[config.mk]
export PLATFORM = sky130hd
export DESIGN_NAME = univ_shift_reg_n_flat
export DESIGN_NICKNAME = d
export VERILOG_FILES = /design/src/rtl/univ_shift_reg_n_if.sv /design/src/rtl/univ_shift_reg_n.sv /design/src/flat_wrapper.sv
export SDC_FILE = /design/constraint.sdc
export NUM_CORES = 1
export LEC_CHECK = 0
export CORE_AREA = 2 2 68 70
export CTS_CLUSTER_SIZE = 20
export DETAILED_ROUTE_END_ITERATION = 8
export DIE_AREA = 0 0 70 72
export PLACE_DENSITY_LB_ADDON = 0.05
export SLEW_MARGIN = 0
export SYNTH_ARGS = -nofsm -noshare
export SYNTH_HDL_FRONTEND = slang
export SYNTH_SLANG_ARGS = --single-unit
export TNS_END_PERCENT = 10
[constraint.sdc]
create_clock -name clk -period 5.47 [get_ports clk]
set_clock_uncertainty 0.2 [all_clocks]
set_input_delay 0.547 -clock clk [delete_from_list [all_inputs] [get_ports clk]]
set_output_delay 0.547 -clock clk [all_outputs]
set_load 0.005 [all_outputs]
[src/rtl/univ_shift_reg_n_if.sv]
// Purpose: bundles the data, control and status signals of the universal
// shift register so a controller and the register share one connection.
// Signals:
//   en          single-step enable (ignored while a burst runs)
//   mode        operating mode 0..7
//   sin_l/sin_r serial inputs entering at MSB (shr) / LSB (shl)
//   pload       parallel load data
//   burst_start request a multi-cycle burst of the current mode
//   burst_len   number of burst steps, sampled with burst_start
//   q           register contents
//   sout_l/r    q[WIDTH-1] / q[0]
//   busy        burst in progress
//   done/err    one-cycle completion / rejection pulses
// Modports: master drives control and data, slave is the register itself.
interface univ_shift_reg_n_if #(
  parameter int WIDTH = 8,
  parameter int LEN_W = $clog2(WIDTH) + 1
);
  logic             en;
  logic [2:0]       mode;
  logic             sin_l;
  logic             sin_r;
  logic [WIDTH-1:0] pload;
  logic             burst_start;
  logic [LEN_W-1:0] burst_len;
  logic [WIDTH-1:0] q;
  logic             sout_l;
  logic             sout_r;
  logic             busy;
  logic             done;
  logic             err;

  modport master (
    output en, mode, sin_l, sin_r, pload, burst_start, burst_len,
    input  q, sout_l, sout_r, busy, done, err
  );

  modport slave (
    input  en, mode, sin_l, sin_r, pload, burst_start, burst_len,
    output q, sout_l, sout_r, busy, done, err
  );
endinterface

[src/rtl/univ_shift_reg_n.sv]
// Purpose: WIDTH-bit universal shift register with eight modes (hold, shl,
// shr, rol, ror, load, complement, asr) plus a burst engine that repeats a
// shift/rotate mode for a programmed number of cycles.
// Ports:
//   clk  rising-edge clock
//   rst  asynchronous active-high reset
//   bus  univ_shift_reg_n_if slave modport (control in, q/status out)
module univ_shift_reg_n #(
  parameter int               WIDTH     = 8,
  parameter int               LEN_W     = $clog2(WIDTH) + 1,
  parameter logic [WIDTH-1:0] RESET_VAL = {WIDTH{1'b0}}
) (
  input logic                clk,
  input logic                rst,
  univ_shift_reg_n_if.slave  bus
);

  localparam logic [2:0] MODE_HOLD = 3'd0;
  localparam logic [2:0] MODE_SHL  = 3'd1;
  localparam logic [2:0] MODE_SHR  = 3'd2;
  localparam logic [2:0] MODE_ROL  = 3'd3;
  localparam logic [2:0] MODE_ROR  = 3'd4;
  localparam logic [2:0] MODE_LOAD = 3'd5;
  localparam logic [2:0] MODE_CPL  = 3'd6;
  localparam logic [2:0] MODE_ASR  = 3'd7;

  typedef enum logic {
    IDLE = 1'b0,
    BUSY = 1'b1
  } state_t;

  state_t           state_q,     state_d;
  logic [WIDTH-1:0] shiftReg_q,  shiftReg_d;
  logic [LEN_W-1:0] count_q,     count_d;
  logic [2:0]       burstMode_q, burstMode_d;
  logic             done_q,      done_d;
  logic             err_q,       err_d;

  // One application of a mode to the register value; serial bits are live.
  function automatic logic [WIDTH-1:0] applyMode(
    input logic [2:0]       m,
    input logic [WIDTH-1:0] v,
    input logic             sl,
    input logic             sr,
    input logic [WIDTH-1:0] p
  );
    logic [WIDTH-1:0] r;
    case (m)
      MODE_SHL:  r = {v[WIDTH-2:0], sr};
      MODE_SHR:  r = {sl, v[WIDTH-1:1]};
      MODE_ROL:  r = {v[WIDTH-2:0], v[WIDTH-1]};
      MODE_ROR:  r = {v[0], v[WIDTH-1:1]};
      MODE_LOAD: r = p;
      MODE_CPL:  r = ~v;
      MODE_ASR:  r = {v[WIDTH-1], v[WIDTH-1:1]};
      default:   r = v;
    endcase
    return r;
  endfunction

  // Only the shift and rotate modes make sense when repeated.
  function automatic logic isBurstable(input logic [2:0] m);
    return (m == MODE_SHL) || (m == MODE_SHR) || (m == MODE_ROL) ||
           (m == MODE_ROR) || (m == MODE_ASR);
  endfunction

  // Next-state logic: burst request beats single step in IDLE; in BUSY the
  // latched mode runs once per edge and live control inputs are ignored.
  always_comb begin
    state_d     = state_q;
    shiftReg_d  = shiftReg_q;
    count_d     = count_q;
    burstMode_d = burstMode_q;
    done_d      = 1'b0;
    err_d       = 1'b0;
    case (state_q)
      IDLE: begin
        if (bus.burst_start) begin
          burstMode_d = bus.mode;
          if (!isBurstable(bus.mode)) begin
            err_d = 1'b1;
          end else if (bus.burst_len == '0) begin
            done_d = 1'b1;
          end else begin
            count_d = bus.burst_len;
            state_d = BUSY;
          end
        end else if (bus.en) begin
          shiftReg_d = applyMode(bus.mode, shiftReg_q, bus.sin_l, bus.sin_r, bus.pload);
        end
      end
      BUSY: begin
        shiftReg_d = applyMode(burstMode_q, shiftReg_q, bus.sin_l, bus.sin_r, bus.pload);
        count_d    = count_q - LEN_W'(1);
        // The edge consuming the last remaining step ends the burst.
        if (count_q == LEN_W'(1)) begin
          state_d = IDLE;
          done_d  = 1'b1;
        end
      end
      default: state_d = IDLE;
    endcase
  end

  // State registers; reset aborts any burst without a done pulse.
  always_ff @(posedge clk or posedge rst) begin
    if (rst) begin
      state_q     <= IDLE;
      shiftReg_q  <= RESET_VAL;
      count_q     <= '0;
      burstMode_q <= MODE_HOLD;
      done_q      <= 1'b0;
      err_q       <= 1'b0;
    end else begin
      state_q     <= state_d;
      shiftReg_q  <= shiftReg_d;
      count_q     <= count_d;
      burstMode_q <= burstMode_d;
      done_q      <= done_d;
      err_q       <= err_d;
    end
  end

  assign bus.q      = shiftReg_q;
  assign bus.sout_l = shiftReg_q[WIDTH-1];
  assign bus.sout_r = shiftReg_q[0];
  assign bus.busy   = (state_q == BUSY);
  assign bus.done   = done_q;
  assign bus.err    = err_q;

endmodule

[src/flat_wrapper.sv]
// flat-port wrapper written by rule: the top's interface ports become plain ports
module univ_shift_reg_n_flat 
#(
  parameter int               WIDTH     = 8,
  parameter int               LEN_W     = $clog2(WIDTH) + 1,
  parameter logic [WIDTH-1:0] RESET_VAL = {WIDTH{1'b0}}
)
  (clk, rst, bus_en, bus_mode, bus_sin_l, bus_sin_r, bus_pload, bus_burst_start, bus_burst_len, bus_q, bus_sout_l, bus_sout_r, bus_busy, bus_done, bus_err);
  univ_shift_reg_n_if #(.WIDTH(WIDTH), .LEN_W(LEN_W)) bus_i ();
  input logic clk;
  input logic rst;
  input wire logic [$bits(bus_i.en)-1:0] bus_en;
  input wire logic [$bits(bus_i.mode)-1:0] bus_mode;
  input wire logic [$bits(bus_i.sin_l)-1:0] bus_sin_l;
  input wire logic [$bits(bus_i.sin_r)-1:0] bus_sin_r;
  input wire logic [$bits(bus_i.pload)-1:0] bus_pload;
  input wire logic [$bits(bus_i.burst_start)-1:0] bus_burst_start;
  input wire logic [$bits(bus_i.burst_len)-1:0] bus_burst_len;
  output wire logic [$bits(bus_i.q)-1:0] bus_q;
  output wire logic [$bits(bus_i.sout_l)-1:0] bus_sout_l;
  output wire logic [$bits(bus_i.sout_r)-1:0] bus_sout_r;
  output wire logic [$bits(bus_i.busy)-1:0] bus_busy;
  output wire logic [$bits(bus_i.done)-1:0] bus_done;
  output wire logic [$bits(bus_i.err)-1:0] bus_err;
  assign bus_i.en = bus_en;
  assign bus_i.mode = bus_mode;
  assign bus_i.sin_l = bus_sin_l;
  assign bus_i.sin_r = bus_sin_r;
  assign bus_i.pload = bus_pload;
  assign bus_i.burst_start = bus_burst_start;
  assign bus_i.burst_len = bus_burst_len;
  assign bus_q = bus_i.q;
  assign bus_sout_l = bus_i.sout_l;
  assign bus_sout_r = bus_i.sout_r;
  assign bus_busy = bus_i.busy;
  assign bus_done = bus_i.done;
  assign bus_err = bus_i.err;
  univ_shift_reg_n #(.WIDTH(WIDTH), .LEN_W(LEN_W), .RESET_VAL(RESET_VAL)) u_core (.clk(clk), .rst(rst), .bus(bus_i));
endmodule
==> flow_summary_export.csv <==
group,metric,value,unit
clocking,clk_pin_slew,0.07,ns
worst_setup_path,cp_max_fo,19,
placement,place_congestion,0.899,
clocking,cts_tree,"built",
timing,fmax,342,MHz
timing,worst_slew_margin_rel,41.8,%
routing,routed.top_layer,"met4",
clocking,clockRootBuffer,"clkbuf_8",
synth,synthArstFlopShare,100,%
routing,met3_length,571,um
power,clkPwrFrac,10.1,%
timing,hold_violations,0,
hold_path,whs_path_depth,1,
routing,drt_iter0_markers,273,
clocking,clockBufferDepth,2,
worst_setup_path,timing.rr.start,"u_core.burstMode_q[2]$_DFFE_PP0P_",
layout,post-route-util,47.9,%
worst_setup_path,r2r.worst_path.cells,5,
hold_path,min_path_type,"reg -> reg",
placement,io_buffers,33,
synth,syn_inst,220,
power,sw_frac_of_total,48.3,%
power,intPower,564,uW
synth,synth_edf_count,0,
floorplanning,dieArea,5040,um^2
worst_setup_path,cp.required,5.41,ns
timing,whs,0.330,ns
floorplanning,die_w,70,um
worst_setup_path,critPathBufInv,2,
worst_setup_path,cpPeakStageDelay,0.86,ns
timing,fin_crit_sh,53.5,%
worst_setup_path,critical_path.startpoint_type,"input port",
routing,wl_per_cell,20.1,um
run,cap_violations,0,
synth,yosysWarnings,0,
clocking,h-tree-depth,1,
layout,num_antenna_cells,0,
placement,dpl_cell_area,1990,um^2
clocking,post_cts_resized,0,
synth,synth_cell_types,53,
timing,period_minus_slack,2.93,ns
synth,ys_ff_latch,18,
power,vdd_drop_max,0.220,mV
clocking,hold_buffers,0,
power,leakagePower,0.000771,uW
global_route,grt-ovfl-total,0,
synth,ys_seq_area_share,26.7,%
worst_setup_path,ff2ff_setup_slack,3.23,ns
global_route,antenna_found_initial,0,
layout,nets,262,
timing,setup_viol,0,
layout,drive_above_1_share,5.04,%
power,finalPower,1090,uW
floorplanning,core_area,4260,um^2
worst_setup_path,path_class,"in -> reg",
power,seq_power_share,34.4,%
power,p_comb_share,55.4,%
routing,antenna_left,0,
clocking,clkSinkCount,18,
layout,design_area,2040,um^2
power,powerDensity,535,nW/um^2
global_route,grt_max_degree,25,
synth,syn-num-nets,243,
routing,avgViaCountPerCell,6.31,
routing,vias,1830,
clocking,cts_setup_buffers,0,
routing,route.detailed.drc,0,
worst_setup_path,crit_slowest_cell,"clkdlybuf4s50_1",
timing,worst_slew_pin_slew,0.851,ns
layout,area_delta_synth_final,20.9,%
routing,met2_length,2670,um
timing,final.setup.tns,0,ns
synth,synth_area,1690,um^2
routing,dr.pass1.iters,5,
worst_setup_path,worst-path-stages,6,
timing,maxSlewViolCount,0,
timing,rsz0062_at_grt,"no",
worst_setup_path,worst_ep_arrival_time,2.86,ns
worst_setup_path,crit_path_end_kind,"register",
global_route,grt_use_total,23.9,%
floorplanning,die_h,72,um
power,switchingPower,528,uW
floorplanning,start_util,39.6,%
routing,wl_met1,2480,um
floorplanning,ios,34,
hold_path,hold_start,"u_core.count_q[3]$_DFFE_PP0P_",
floorplanning,row_count,24,
synth,syn_avg_cell_area,7.68,um^2
worst_setup_path,r2r_end,"u_core.bus.q[2]$_DFFE_PP0P_",
routing,totalWireLength,5820,um
clocking,cts_inserted_buffers,3,
clocking,insertion_delay,0.26,ns
global_route,grt_pass1_wl,9450,um
synth,synth_flop_cell,"dfrtp_1",
global_route,grt_pass1_vias,1731,
status,status,"complete, no violations",
worst_setup_path,crit_path_cell_trace,"clkdlybuf4s50_1 > inv_2 > a2111oi_4 > o311ai_1 > a221oi_1 > nor3_1",
hold_path,hold_end,"u_core.count_q[3]$_DFFE_PP0P_",
placement,dp_hpwl,4300,um
worst_setup_path,cp_top_family,"compound AO/OA/AOI/OAI gates",
==> cell usage in the layout (no fill, tap or decap), drive strengths merged, types with 3 or more instances in the layout <==
master | Yosys | routed
nand2 | 33 | 33
clkdlybuf4s50 | 0 | 33
o21ai | 22 | 22
dfrtp | 18 | 18
inv | 14 | 14
a21oi | 11 | 11
nor2b | 8 | 8
nor2 | 8 | 8
nand2b | 7 | 7
o221ai | 6 | 6
a221oi | 5 | 5
nor3 | 5 | 5
a22oi | 5 | 5
o211ai | 5 | 5
a221o | 4 | 4
clkbuf | 11 | 4
xnor2 | 3 | 3
nand3 | 3 | 3
a31oi | 3 | 3
a211o | 3 | 3
mux2i | 3 | 3
a211oi | 3 | 3
==> synthesized netlist by cell type, drive strengths merged (6+ instances only) <==
library cell   n  area [um^2]
nand2b         7         43.8
o21ai         22          110
nor2b          8         50.1
buf            8         56.3
o221ai         6         52.6
inv           14         52.6
a21oi         11         55.1
dfrtp         18          450
nor2           8         35.0
nand2         33          124
clkbuf        11         41.3
==> stage by stage <==
step	setup slack [ns]	instances
after floorplan	3.41	220
after detailed placement	2.32	286
after CTS	2.57	290
after global placement	2.39	286
final	2.54	290
after global routing	2.38	290
==> area by class of cell <==
| class | count | area (um^2) |
|---|---|---|
| clock buffer | 4 | 55.1 |
| tap | 52 | 65.1 |
| sequential | 18 | 450 |
| fill | 426 | 2220 |
| multi-input combinational | 168 | 1080 |
| timing repair buffer | 33 | 330 |
| inverter | 15 | 56.3 |
==> kinds of logic (layout without fill, tap and decap cells) <==
logic type,Yosys count,count (layout),share of synthesized area (%)
multiplexers,4,4,2.44
adder cells (fa/ha/maj),2,2,1.48
flip-flops,18,18,26.7
buffers and inverters,34,52,9.11
AND/OR/NAND/NOR,73,73,21.6
AO/OA/AOI/OAI,86,86,37.2
XOR/XNOR,3,3,1.56
==> how the worst max path moves through the flow <==
stage,start,endpoint
after floorplan,bus_mode[2],u_core.bus.q[3]$_DFFE_PP0P_
after global placement,bus_mode[0],u_core.bus.q[5]$_DFFE_PP0P_
after detailed placement,bus_mode[0],u_core.bus.q[5]$_DFFE_PP0P_
after CTS,bus_mode[0],u_core.bus.q[5]$_DFFE_PP0P_
after global routing,bus_mode[0],u_core.bus.q[3]$_DFFE_PP0P_
final,bus_mode[0],u_core.bus.q[5]$_DFFE_PP0P_
==> routing by layer <==
layer,vias up,track usage [%]
met1,860,32.7
li1,858,-
met3,12,5.28
met5,-,0
met4,0,5.34
met2,100,38.9
==> state kept, by name (all words and copies together), names as in the netlist <==
register and flops:
u_core.burstMode_q 3, u_core.bus.busy 1, u_core.bus.done 1, u_core.bus.err 1, u_core.bus.q 8, u_core.count_q 4
==> power groups by stage <==
stage / Clock, uW / Sequential [uW] / Combinational, uW
after global placement: 0 / 370 / 601
after global routing: 118 / 390 / 668
after CTS: 114 / 369 / 600
after detailed placement: 0 / 371 / 597
final: 111 / 376 / 605
after floorplan: 0 / 261 / 475
(Power assumes the default switching activity.)
